`src/rtl/seq_pattern_detector.sv`:
```
// Serial pattern detector: matches a loadable DEPTH-symbol pattern on a valid-qualified symbol stream.
// Optional sticky match flag enabled by defining SEQ_DET_STICKY_EN.
module seq_pattern_detector #(
  parameter int SYM_W = 1,
  parameter int DEPTH = 5,
  parameter int CNT_W = 8,
  parameter logic [DEPTH*SYM_W-1:0] RST_PATTERN = {DEPTH*SYM_W{1'b1}}
) (
  input  logic                   clk_i,
  input  logic                   rstn_i,
  input  logic                   load_i,
  input  logic [DEPTH*SYM_W-1:0] pattern_i,
  input  logic                   overlap_i,
  input  logic                   valid_i,
  input  logic [SYM_W-1:0]       sym_i,
`ifdef SEQ_DET_STICKY_EN
  input  logic                   sticky_clr_i,
  output logic                   sticky_o,
`endif
  output logic                   det_o,
  output logic [CNT_W-1:0]       cnt_o
);

  localparam int FILL_W = $clog2(DEPTH + 1);
  localparam logic [FILL_W-1:0] FILL_FULL = FILL_W'(DEPTH);

  logic [DEPTH*SYM_W-1:0] pat_q;
  logic [DEPTH*SYM_W-1:0] hist_q;
  logic [DEPTH*SYM_W-1:0] hist_n;
  logic [FILL_W-1:0]      fill_q;
  logic [FILL_W-1:0]      fill_n;
  logic                   match_n;

  // Newest symbol always enters at slice 0.
  generate
    if (DEPTH == 1) begin : g_hist_single
      assign hist_n = sym_i;
    end else begin : g_hist_shift
      assign hist_n = {hist_q[(DEPTH-1)*SYM_W-1:0], sym_i};
    end
  endgenerate

  always_comb begin
    fill_n  = fill_q;
    match_n = 1'b0;
    // In non-overlap mode the symbol following a match starts a fresh window.
    if (det_o && !overlap_i) begin
      fill_n = FILL_W'(1);
    end else if (fill_q < FILL_FULL) begin
      fill_n = fill_q + 1'b1;
    end
    match_n = (fill_n == FILL_FULL) && (hist_n == pat_q);
  end

  always_ff @(posedge clk_i or negedge rstn_i) begin
    if (!rstn_i) begin
      pat_q  <= RST_PATTERN;
      hist_q <= '0;
      fill_q <= '0;
      det_o  <= 1'b0;
      cnt_o  <= '0;
    end else if (load_i) begin
      pat_q  <= pattern_i;
      hist_q <= '0;
      fill_q <= '0;
      det_o  <= 1'b0;
      cnt_o  <= '0;
    end else if (valid_i) begin
      hist_q <= hist_n;
      fill_q <= fill_n;
      det_o  <= match_n;
      if (match_n && (cnt_o != {CNT_W{1'b1}})) begin
        cnt_o <= cnt_o + 1'b1;
      end
    end
  end

`ifdef SEQ_DET_STICKY_EN
  // A match on the same edge as a clear request keeps the flag set.
  always_ff @(posedge clk_i or negedge rstn_i) begin
    if (!rstn_i) begin
      sticky_o <= 1'b0;
    end else if (load_i) begin
      sticky_o <= 1'b0;
    end else if (valid_i && match_n) begin
      sticky_o <= 1'b1;
    end else if (sticky_clr_i) begin
      sticky_o <= 1'b0;
    end
  end
`endif

endmodule

```
`config.mk`:
```
export PLATFORM = sky130hd
export DESIGN_NAME = seq_pattern_detector
export DESIGN_NICKNAME = d
export VERILOG_FILES = /design/src/rtl/seq_pattern_detector.sv
export SDC_FILE = /design/constraint.sdc
export NUM_CORES = 1
export LEC_CHECK = 0
export BUFFER_PORTS_ARGS = -buffer_cell sky130_fd_sc_hd__buf_2
export CELL_PAD_IN_SITES_DETAIL_PLACEMENT = 0
export CELL_PAD_IN_SITES_GLOBAL_PLACEMENT = 1
export CORE_ASPECT_RATIO = 1.75
export CORE_MARGIN = 2
export CORE_UTILIZATION = 45
export DETAILED_ROUTE_END_ITERATION = 8
export PLACE_DENSITY_LB_ADDON = 0.1
export SLEW_MARGIN = 20
export SYNTH_ARGS = -nofsm -noshare
export SYNTH_HDL_FRONTEND = slang
export SYNTH_SLANG_ARGS = --single-unit
```
`constraint.sdc`:
```
create_clock -name clk_i -period 2.7 [get_ports clk_i]
set_input_delay 0.405 -clock clk_i [delete_from_list [all_inputs] [get_ports clk_i]]
set_output_delay 0.405 -clock clk_i [all_outputs]
set_load 0.005 [all_outputs]
```
==> qor.csv <==
stage,metric,value,unit
outcome,status,completed,
route,Via density,5.71,
global_route,vias in the first global route,860,
die,initial cell density of the core,47.9,%
placed_design,number of port buffers,19,
synth,cell area after synthesis,1120,um^2
worst_setup_path,"Req. time, crit path",2.88,ns
route,remaining antenna violation count,0,
sta,Slew Limit Fails,0,
synth,"area leader, netlist",dfrtp_1,
worst_setup_path,Reg2Reg Depth,6,
sta,TNS Setup,0,ns
die,core area,2330,um^2
clocking,Root Buffer,clkbuf_8,
route,Iter 0 DRT Violations,7,
clocking,Clock Path Buffers,2,
finish,Fillers,230,
finish,Final nets,137,
clocking,# clock sinks,21,
synth,mean post-synth cell area,10.6,um^2
worst_setup_path,CP Max Fanout,14,
route,Avg WL per Cell,13.8,um
synth,"Top FF cell, synth",dfrtp_1,
pwr,VDD IR-drop max,0.341,mV
worst_setup_path,arrival time at the worst endpoint,2.38,ns
finish,layout cells sized above 1,30.1,%
synth,most frequent cell after synthesis,dfrtp_1,
clocking,clock-pin slew on the worst setup and hold paths,0.07,ns
sta,actual slew at the worst max-slew pin,0.540,ns
pwr,total power,604,uW
route,1st-pass router iterations,4,
worst_setup_path,crit path kind,reg2reg,
placed_design,hpwl dp,1.51,mm
synth,Synth Net Count,118,
synth,Post-synth ARST share,100,%
synth,Netlist cell types,36,
sta,RSZ-0062 raised after global routing,no,
finish,"Cell Count, Final, Fillers Out",148,
flow_run,Max Cap Viol,0,
sta,Worst Clk Skew,0.00536,ns
synth,Cells after Synth,105,
sta,minimum clock period,2.20,ns
die,height of the die,69.9,um
clocking,H-Tree Depth,1,
die,die footprint,2910,um^2
finish,Antenna diodes,0,
route,total number of vias,845,
synth,most frequent cells after synthesis,"dfrtp_1 (16), a21oi_1 (11), nor2_1 (8)",
die,cell row count,23,
synth,synthesis-stage register bit count,21,
route,detailed-route DRC error count,0,
synth,"EDFF count, synth",0,
global_route,largest net degree at the start of global routing,22,
clocking,TritonCTS clock tree,yes,
sta,Hold Fails Final Rpt,0,
finish,area delta synth->final,13.0,%
clocking,cts hold-fix bufs,0,
sta,fmax,455,MHz
global_route,GRT Residual Overflow,0,
placed_design,Placer Congestion,0.780,
sta,Tcrit/Tclk final,81.4,%
worst_setup_path,reg2reg setup slack,0.50,ns
synth,YS warnings,0,
global_route,gr usage total,16.1,%
pwr,pwr dens,478,nW/um^2
clocking,TritonCTS buffer count,3,
clocking,post_cts resized,0,
synth,sequential-to-total area share from yosys stat,47.6,%
global_route,initial antenna violation count,0,
clocking,Post-CTS Setup Inserts,0,
global_route,global-route wire length before repair,3.68,mm
min_path,Hold WC Path Type,in2async,
die,total I/O pin count,20,
worst_setup_path,Critical Path Start Type,register,
die,Die Wd,41.7,um
synth,top-area cell type share of the netlist area,35.8,%
pwr,Leak,0.000586,uW
sta,slew margin rel.,63.9,%
route,final WL,2.04,mm
sta,Finish-stage setup viols,0,
placed_design,Placed Instances,144,
synth,Area contributors post-synth,"dfrtp_1 (36%), dfstp_2 (12%), mux2_2 (5.0%)",
clocking,Skew-Pair Late Insertion Delay,0.26,ns
worst_setup_path,critical path capture point type,register,
path summary, 6_finish.rpt:
path                         startpoint        to
max                           fill_q[0]  cnt_o[7]
min                              rstn_i     det_o
max reg2reg                   fill_q[0]  cnt_o[7]
min reg2reg                    cnt_o[5]  cnt_o[5]
max in group asynchronous        rstn_i  pat_q[2]
min in group clk_i         pattern_i[4]  pat_q[4]
kinds of logic after synthesis:
family          Yosys count  share of synthesized area (%)
simple gates             38                           20.4
compound gates           22                           12.2
flops                    21                           47.6
mux                      11                           10.9
buf+inv                   6                           2.80
xor+xnor                  5                           3.92
fa+ha+maj                 2                           2.24
cell usage in the layout, fill, tap and decap left out, drive strengths merged:
master   count
or3          2
o41ai        2
mux2         6
o21ai        4
dfstp        5
buf         19
a21oi       11
or4          4
ha           2
nor2b        1
o211a        1
and4b        1
nor3         1
o31ai        3
nor2         8
clkbuf       3
nand2        7
nand2b       2
and3         1
nand4bb      1
nand4        1
dfrtp       16
xnor2        1
mux2i        5
and4         1
nand3        2
inv          1
nor4         1
and2         3
clkinv       1
xor2         4
a211oi       1
nand3b       2
stage by stage:
stage	utilization [%]	hold WS [ns]	cell area, um^2	setup WS [ns]
CTS	54.2	0.0995	1260	0.515
floorplan	-	0.109	1120	0.866
global route	54.2	0.117	1260	0.366
global placement	52.2	0.380	1220	0.630
finish	54.2	0.0863	1260	0.503
detailed placement	52.2	0.385	1220	0.530
registers in the layout, summed over array words and instances (netlist names):
register / flops
hist_q: 4
det_o: 1
fill_q: 3
cnt_o: 8
pat_q: 5
metal layers:
metal	vias to the layer above	part of all wire [%]	track usage, %
met5	-	0	0
met2	12	53	27.8
li1	422	-	-
met1	407	42	18.0
met4	0	1.7	8.96
met3	4	2.6	2.84
power breakdown:
group / switching (uW) / total, uW / internal [uW] / leakage (uW)
clock: 96.5 / 199 / 103 / 0.0000255
combinational: 31.4 / 61.7 / 30.3 / 0.000287
sequential: 11.1 / 343 / 332 / 0.000274
total: 139 / 604 / 465 / 0.000586
cell type report:
type,count,area (um^2),share of cell area (%)
multi-input cells,78,554,43.9
clock buffers,3,41.3,3.27
inverters,1,3.75,0.297
repair buffers,19,95.1,7.53
flip-flops and latches,21,532,42.1
well taps,25,31.3,2.48
clock inverters,1,5.00,0.396
worst max-delay path: stages, from the launching register on:
cell and delay [ns]:
dfrtp_1 0.45, ha_1 0.33, nor2b_1 0.14, o21ai_2 0.17
nand4_2 0.29, or4_1 0.57, a21oi_1 0.17
No activity file was read; power rests on OpenSTA's default activity.
